===== config.mk =====
export PLATFORM = sky130hd
export DESIGN_NAME = ram256_rr_arbiter
export DESIGN_NICKNAME = d
export VERILOG_FILES = /design/src/rtl/ram256_rr_arbiter.sv
export SDC_FILE = /design/constraint.sdc
export NUM_CORES = 1
export LEC_CHECK = 0
export BUFFER_PORTS_ARGS = -buffer_cell sky130_fd_sc_hd__buf_2
export CAP_MARGIN = 10
export CORE_MARGIN = 5
export CORE_UTILIZATION = 53
export CTS_CLUSTER_DIAMETER = 60
export DETAILED_ROUTE_END_ITERATION = 12
export PLACE_DENSITY = 0.87
export SYNTH_ARGS = -nofsm -noshare
export SYNTH_HDL_FRONTEND = slang
export SYNTH_SLANG_ARGS = --single-unit

===== constraint.sdc =====
create_clock -name CLK -period 4.1 [get_ports CLK]
set_input_delay 1.23 -clock CLK [delete_from_list [all_inputs] [get_ports CLK]]
set_output_delay 1.23 -clock CLK [all_outputs]
set_load 0.01 [all_outputs]

===== src/rtl/ram256_rr_arbiter.sv =====
// ram256_rr_arbiter
//   Shares one single-port RAM_256x32 (no byte enables) between two bus masters
//   using round-robin arbitration. One command is latched per grant. Writes with
//   partial byte enables become an internal read-modify-write.
//
// Ports
//   CLK, RST_n                 clock, synchronous active-low reset
//   req/wr/be/addr/wdata 0,1   requester command fields (valid while req high)
//   gnt0, gnt1                 command accepted (high during ACC)
//   done0, done1               access complete (high during RESP)
//   rdata0, rdata1             read data, valid with done, held until next read
//   ram_WR, ram_addr, ram_Din  RAM write enable / address / write data
//   ram_Dout                   RAM read data (combinational from ram_addr)
//   busy                       high whenever the FSM is not idle
//
// state | meaning
// IDLE  | waiting for a request; arbitration happens here
// ACC   | RAM accessed with the latched command (read, full write or merge read)
// MRG   | partial write: merged word written back
// RESP  | done pulse to the owning port; requests are not sampled
module ram256_rr_arbiter #(
  parameter int AW = 8,
  parameter int DW = 32,
  localparam int NB = DW / 8
) (
  input  logic          CLK,
  input  logic          RST_n,
  input  logic          req0,
  input  logic          wr0,
  input  logic [NB-1:0] be0,
  input  logic [AW-1:0] addr0,
  input  logic [DW-1:0] wdata0,
  output logic          gnt0,
  output logic          done0,
  output logic [DW-1:0] rdata0,
  input  logic          req1,
  input  logic          wr1,
  input  logic [NB-1:0] be1,
  input  logic [AW-1:0] addr1,
  input  logic [DW-1:0] wdata1,
  output logic          gnt1,
  output logic          done1,
  output logic [DW-1:0] rdata1,
  output logic          ram_WR,
  output logic [AW-1:0] ram_addr,
  output logic [DW-1:0] ram_Din,
  input  logic [DW-1:0] ram_Dout,
  output logic          busy
);

  localparam logic [1:0] ST_IDLE = 2'd0;
  localparam logic [1:0] ST_ACC  = 2'd1;
  localparam logic [1:0] ST_MRG  = 2'd2;
  localparam logic [1:0] ST_RESP = 2'd3;

  logic [1:0]    state;
  logic          port_q;
  logic          wr_q;
  logic [NB-1:0] be_q;
  logic [AW-1:0] addr_q;
  logic [DW-1:0] wdata_q;
  logic [DW-1:0] merge_q;
  // 1 when port 1 wins the next simultaneous request
  logic          prefer1;

  logic          sel;
  logic          full_be;
  logic          zero_be;
  logic [DW-1:0] merged;

  assign sel     = (req0 && req1) ? prefer1 : req1;
  assign full_be = &be_q;
  assign zero_be = ~|be_q;

  always_comb begin
    merged = merge_q;
    for (int i = 0; i < NB; i++) begin
      if (be_q[i]) merged[i*8 +: 8] = wdata_q[i*8 +: 8];
    end
  end

  always_ff @(posedge CLK) begin
    if (!RST_n) begin
      state   <= ST_IDLE;
      port_q  <= 1'b0;
      wr_q    <= 1'b0;
      be_q    <= '0;
      addr_q  <= '0;
      wdata_q <= '0;
      merge_q <= '0;
      rdata0  <= '0;
      rdata1  <= '0;
      prefer1 <= 1'b0;
    end else begin
      case (state)
        ST_IDLE: begin
          if (req0 || req1) begin
            port_q  <= sel;
            wr_q    <= sel ? wr1    : wr0;
            be_q    <= sel ? be1    : be0;
            addr_q  <= sel ? addr1  : addr0;
            wdata_q <= sel ? wdata1 : wdata0;
            prefer1 <= ~sel;
            state   <= ST_ACC;
          end
        end
        ST_ACC: begin
          if (!wr_q) begin
            if (port_q) rdata1 <= ram_Dout;
            else        rdata0 <= ram_Dout;
            state <= ST_RESP;
          end else if (full_be || zero_be) begin
            // full write happens this cycle; be=0 completes as a no-op
            state <= ST_RESP;
          end else begin
            merge_q <= ram_Dout;
            state   <= ST_MRG;
          end
        end
        ST_MRG:  state <= ST_RESP;
        default: state <= ST_IDLE;
      endcase
    end
  end

  always_comb begin
    ram_WR  = 1'b0;
    ram_Din = '0;
    if (state == ST_ACC && wr_q && full_be) begin
      ram_WR  = 1'b1;
      ram_Din = wdata_q;
    end else if (state == ST_MRG) begin
      ram_WR  = 1'b1;
      ram_Din = merged;
    end
  end

  assign ram_addr = addr_q;
  assign gnt0     = (state == ST_ACC)  && !port_q;
  assign gnt1     = (state == ST_ACC)  &&  port_q;
  assign done0    = (state == ST_RESP) && !port_q;
  assign done1    = (state == ST_RESP) &&  port_q;
  assign busy     = (state != ST_IDLE);

endmodule


==> impl_metrics.csv, run 1 <==
group,metric,value,unit
outcome,status,"finished clean",
global_route,grt-ovfl-total,0,
clock_tree,cts_setup_buffers,0,
min_path,hold_depth,2,
clock_tree,cts_buffers,17,
logic_synthesis,ys_top_cells_by_area,"dfxtp_1, a21oi_1, nand2_1",
timing,min_period,3.611,ns
logic_synthesis,synth_top_area_cell,"dfxtp_1",
pwr,power.internal,2.951,mW
pwr,p_switching,1.817,mW
finish,stdcell_area,7916,um^2
pwr,p_leak,3.213,nW
logic_synthesis,synth_cells,755,
critical_path,r2r_start,"be_q[1]$_SDFFE_PN0P_",
global_route,grt_use_total,28.36,%
floorplanning,fp.dieH,118.1,um
pwr,pwr-share-comb,32.0,%
logic_synthesis,synth-seq-cells,145,
global_route,antenna_found_initial,0,
clock_tree,path_clk_slew,0.06,ns
global_route,grt_max_degree,71,
detailed_routing,detail_route.first_pass.iterations,5,
critical_path,crit_required,2.87,ns
pwr,p_per_area,602.3,nW/um^2
global_route,grt_pass1_vias,6220,
clock_tree,hold_buffers,0,
finish,nets,1072,
critical_path,worst_r2r_endpoint,"merge_q[20]$_SDFFE_PN0P_",
finish,num_antenna_cells,0,
detailed_routing,wl_per_cell,18.65,um
clock_tree,clock_latency,0.44,ns
global_route,grt_pass1_wl,32530,um
timing,max_freq,276.9,MHz
logic_synthesis,yosys.area.top_type_share,46.88,%
timing,fin_setup_tns,0,ns
floorplanning,initial_core_util,54.23,%
critical_path,cp-end-kind,"primary output",
floorplanning,core_area,11420,um^2
critical_path,crit_start,"state[1]$_SDFFE_PN0P_",
detailed_routing,viasPerCell,6.004,
floorplanning,ios,236,
pwr,p_seq_share,38.0,%
timing,setup_viol,0,
run,maxCapViolCount,0,
detailed_routing,antenna_left,0,
finish,fin_cells,1098,
clock_tree,root_buffer,"clkbuf_16",
logic_synthesis,synth-async-reset-ratio,0,%
logic_synthesis,syn_area,6192,um^2
timing,skew,0.01629,ns
timing,final_max_slew_viol_count,0,
finish,synthToLayoutAreaGrowth,27.84,%
placed_design,io_buffer_count,235,
placed_design,dpl_cell_area,7368,um^2
finish,fill_cells,928,
floorplanning,fp-row-count,39,
clock_tree,clk_path_buf_depth,2,
clock_tree,cts_tree,"yes",
critical_path,crit_arrival,2.38,ns
timing,rsz0062_at_grt,"false",
timing,finalHoldViolations,0,
logic_synthesis,synth_cell_types,31,
finish,seq_area,2903,um^2
min_path,worstHoldPathType,"register to register",
detailed_routing,wirelength,20480,um
timing,holdWs,0.4503,ns
critical_path,cp-start-kind,"register",
pwr,swShare,38.10,%
min_path,hold_end,"rdata1[2]$_SDFFE_PN0P_",
logic_synthesis,synth_nets,885,
placed_design,gp_congestion,0.8733,
detailed_routing,drt_iter0_markers,670,
critical_path,reg2reg_depth,4,
timing,max_slew.worst_pin.slew,1.189,ns
floorplanning,dieWidth,118.1,um
finish,multi_input_area,2984,um^2
logic_synthesis,ys_top_cells_by_count,"dfxtp_1, a21oi_1, nand2_1",
pwr,clkPwrFrac,30.0,%
critical_path,r2r_setup_slack,1.75,ns
logic_synthesis,syn_avg_cell_area,8.202,um^2
detailed_routing,vias,6592,
floorplanning,die-area,13950,um^2
clock_tree,htreeDepth,4,
placed_design,dp_hpwl,14100,um
logic_synthesis,ys.flop_type,"dfxtp_1",
logic_synthesis,ys_seq_area_share,46.88,%
critical_path,critical_path_peak_fanout,24,
finish,finalCoreUtilization,69.33,%
timing,slew_headroom,20.74,%
finish,drive_gt1_share,30.47,%
logic_synthesis,yosysMostFrequentCell,"dfxtp_1",
critical_path,crit_type,"register to primary output",
clock_tree,post_cts_resized,0,
timing,min_period_over_period,88.08,%
logic_synthesis,synth-edff-count,0,
placed_design,numPlacedInstances,1066,
min_path,min-delay-start,"rdata1[2]$_SDFFE_PN0P_",
logic_synthesis,ys_warn_count,0,
detailed_routing,drc,0,
pwr,max-vdd-ir-drop,422.8,uV
clock_tree,cts_num_sinks,145,
## worst max path at each step
stage,end,slack [ns]
floorplan,ram_Din[22],1.18
global placement,ram_Din[1],1.07
detailed placement,ram_Din[4],0.95
CTS,ram_Din[4],0.50
global route,ram_Din[0],0.31
finish,ram_Din[4],0.49
## cell families after synthesis
group / Yosys count / synth area share (%)
AND/OR/NAND/NOR: 263 / 19.14
flip-flops: 145 / 46.88
adder cells (fa/ha/maj): 4 / 0.8083
multiplexers: 33 / 5.334
buffers and inverters: 86 / 5.435
AO/OA/AOI/OAI: 224 / 22.41
## metal layers
metal	part of all wire, %	global-route usage, %
met1	42	37.37
met2	45	42.30
met3	9.4	8.457
met4	3.6	13.69
met5	0	0
## through the flow
step,setup WS [ns],power [mW]
global route,0.3103,5.018
floorplan,1.180,2.845
global placement,1.068,3.307
finish,0.4888,4.768
CTS,0.4963,4.763
detailed placement,0.9521,3.343
## critical path: stages, from the launching register on
cell,delay [ns]
dfxtp_1,0.37
inv_1,0.08
ha_1,0.27
and2_1,0.21
a21oi_2,0.39
buf_4,0.35
nor2_1,0.10
buf_2,0.16
## flip-flops by register name (all words and copies together) (netlist names)
signal,count
prefer1,1
state,2
port_q,1
ram_addr,8
merge_q,32
wr_q,1
rdata1,32
wdata_q,32
be_q,4
rdata0,32
## cells in the final DEF (no fill, tap or decap), drive strengths merged, types with 3 or more instances in the layout
cell | Yosys | layout
buf | 15 | 249
dfxtp | 145 | 145
a21oi | 142 | 142
nand2 | 131 | 131
nand3 | 46 | 46
a32oi | 45 | 45
nor2 | 35 | 35
mux2i | 33 | 33
nand4 | 33 | 33
o31ai | 33 | 33
clkbuf | 66 | 18
inv | 5 | 9
clkinv | 0 | 8
and2 | 5 | 5
ha | 4 | 4
nor3b | 3 | 3
## cell type report
| class | instances | area share (%) |
|---|---|---|
| multi-input combinational | 524 | 37.70 |
| sequential | 145 | 36.67 |
| timing repair buffer | 249 | 16.18 |
| clock buffer | 18 | 5.548 |
| tap | 143 | 2.260 |
| clock inverter | 14 | 1.375 |
| inverter | 5 | 0.2687 |
## power groups by stage
stage | Clock [mW] | Combinational, mW | Sequential, mW
after floorplan | 0 | 1.01 | 1.84
after global placement | 0 | 1.48 | 1.83
after detailed placement | 0 | 1.51 | 1.84
after CTS | 1.44 | 1.51 | 1.81
after global routing | 1.50 | 1.67 | 1.84
final | 1.43 | 1.52 | 1.81
No activity file was read; power rests on OpenSTA's default activity.
==> inputs of run 2 (changes only) <==
--- a/config.mk
+++ b/config.mk
@@ -7,6 +7,7 @@
 export LEC_CHECK = 0
 export BUFFER_PORTS_ARGS = -buffer_cell sky130_fd_sc_hd__buf_2
 export CAP_MARGIN = 10
+export CORE_ASPECT_RATIO = 1.2
 export CORE_MARGIN = 5
 export CORE_UTILIZATION = 53
 export CTS_CLUSTER_DIAMETER = 60
==> impl_metrics.csv, run 2 (synthesized netlist as in run 1, its figures left out) <==
group,metric,value,unit
outcome,status,"finished clean",
detailed_routing,wl_per_cell,18.13,um
pwr,power,4.880,mW
clock_tree,cts_buffers,17,
floorplanning,fp.dieH,128.4,um
timing,skew,0.01447,ns
clock_tree,clock_latency,0.42,ns
placed_design,gp_congestion,0.8802,
clock_tree,cts_num_sinks,145,
timing,slew_headroom,19.05,%
clock_tree,hold_buffers,0,
global_route,antenna_found_initial,0,
clock_tree,cts_setup_buffers,0,
timing,max_slew.worst_pin.slew,1.211,ns
critical_path,crit_required,2.87,ns
min_path,worstHoldPathType,"register to register",
clock_tree,post_cts_resized,0,
finish,layout_commonest_cell,"buf_2",
finish,drive_gt1_share,30.52,%
critical_path,cp-start-kind,"register",
finish,num_antenna_cells,0,
pwr,max-vdd-ir-drop,341.4,uV
finish,layout_common_cells,"buf_2, dfxtp_1, a21oi_1",
critical_path,critical_path_peak_fanout,33,
placed_design,pre_cts_ws,0.9251,ns
global_route,grt_max_degree,65,
finish,synthToLayoutAreaGrowth,29.44,%
placed_design,dp_hpwl,13850,um
min_path,hold_depth,2,
global_route,grt_pass1_wl,31240,um
clock_tree,htreeDepth,4,
critical_path,cp_cell_sequence,"inv_1 > ha_1 > and2_1 > a21oi_4 > nor2_1 > buf_2",
critical_path,reg2reg_depth,4,
timing,worst_slack,0.4866,ns
timing,final_max_slew_viol_count,0,
timing,setup_viol,0,
floorplanning,ios,236,
critical_path,cp-end-kind,"primary output",
clock_tree,cts_tree,"yes",
critical_path,crit_arrival,2.38,ns
detailed_routing,vias,6546,
floorplanning,fp-row-count,43,
pwr,p_leak,3.259,nW
critical_path,crit_type,"register to primary output",
timing,max_freq,276.7,MHz
detailed_routing,drt_iter0_markers,655,
placed_design,io_buffer_count,235,
clock_tree,clk_path_buf_depth,2,
clock_tree,root_buffer,"clkbuf_16",
floorplanning,initial_core_util,53.78,%
critical_path,slowest_stage,"a21oi_4",
finish,nets,1077,
detailed_routing,drc,0,
finish,stdcell_area,8015,um^2
run,maxCapViolCount,0,
placed_design,dpl_cell_area,7428,um^2
global_route,grt_pass1_vias,6134,
timing,rsz0062_at_grt,"false",
global_route,grt-ovfl-total,0,
clock_tree,path_clk_slew,0.05,ns
detailed_routing,detail_route.first_pass.iterations,7,
critical_path,crit_path_max_incr_delay,0.70,ns
detailed_routing,wirelength,20250,um
timing,fin_setup_tns,0,ns
timing,min_period_over_period,88.13,%
pwr,p_per_area,608.9,nW/um^2
floorplanning,core_area,11510,um^2
detailed_routing,antenna_left,0,
timing,min_period,3.613,ns
floorplanning,dieWidth,108.7,um
global_route,grt_use_total,28.33,%
timing,finalHoldViolations,0,
floorplanning,die-area,13950,um^2
detailed_routing,viasPerCell,5.860,
run 2: changes by cell type in the layout (fill, tap and decap cells not counted):
cell / previous run / this run
bufinv_16: 0 / 2
and2_1: 3 / 5
clkbuf_1: 0 / 1
and2_2: 2 / 0
inv_6: 4 / 3
buf_4: 14 / 19
a21oi_4: 0 / 1
clkinv_4: 5 / 1
clkinv_2: 3 / 4
a21oi_2: 1 / 0
clkbuf_8: 1 / 2
run 2: final timing paths:
check / end / from / slack (ns)
min reg2reg: rdata0[20]$_SDFFE_PN0P_ / rdata0[20]$_SDFFE_PN0P_ / 0.45
min: rdata0[20]$_SDFFE_PN0P_ / rdata0[20]$_SDFFE_PN0P_ / 0.45
max: ram_Din[11] / state[1]$_SDFFE_PN0P_ / 0.49
max reg2reg: state[0]$_SDFFE_PN0P_ / be_q[3]$_SDFFE_PN0P_ / 1.73
run 2: per-stage QoR:
| stage | hold WS [ns] | util, % | instances |
|---|---|---|---|
| 3_5_place_dp | 0.4429 | 64.52 | 1085 |
| 3_3_place_gp | 0.4384 | 64.52 | 1085 |
| 4_1_cts | 0.4505 | 69.62 | 1117 |
| 5_1_grt | 0.4702 | 69.62 | 1117 |
| 2_1_floorplan | 0.4476 | - | 755 |
| 6_report | 0.4514 | 69.62 | 1117 |
run 2: routing by layer:
metal | track usage, % | share of wire, % | up-vias
met5 | 0 | 0 | -
met4 | 10.70 | 2.7 | 0
met3 | 7.175 | 9.1 | 48
met2 | 45.94 | 48 | 336
met1 | 36.41 | 40 | 3054
li1 | - | - | 3108
run 2: final cells by class:
cell class                      instances  area, um^2
Clock buffer                           20       456.7
Clock inverter                         12       130.1
Fill cell                             992        3498
Inverter                                5       21.27
Multi-Input combinational cell        524        2989
Sequential cell                       145        2903
Tap cell                              157       196.4
Timing Repair Buffer                  254        1319
run 2: worst max-delay path, delay by kind of cell, from the launching register on:
family	cells	cell delay (ns)
compound gates	1	0.70
flops	1	0.38
simple gates	2	0.36
fa+ha+maj	1	0.27
buf+inv	2	0.26
run 2: power by group:
group | leakage, nW | internal (mW) | total [mW] | switching [mW]
Combinational | 1.79 | 0.521 | 1.56 | 1.04
Clock | 0.287 | 0.930 | 1.53 | 0.601
Sequential | 1.18 | 1.65 | 1.79 | 0.144
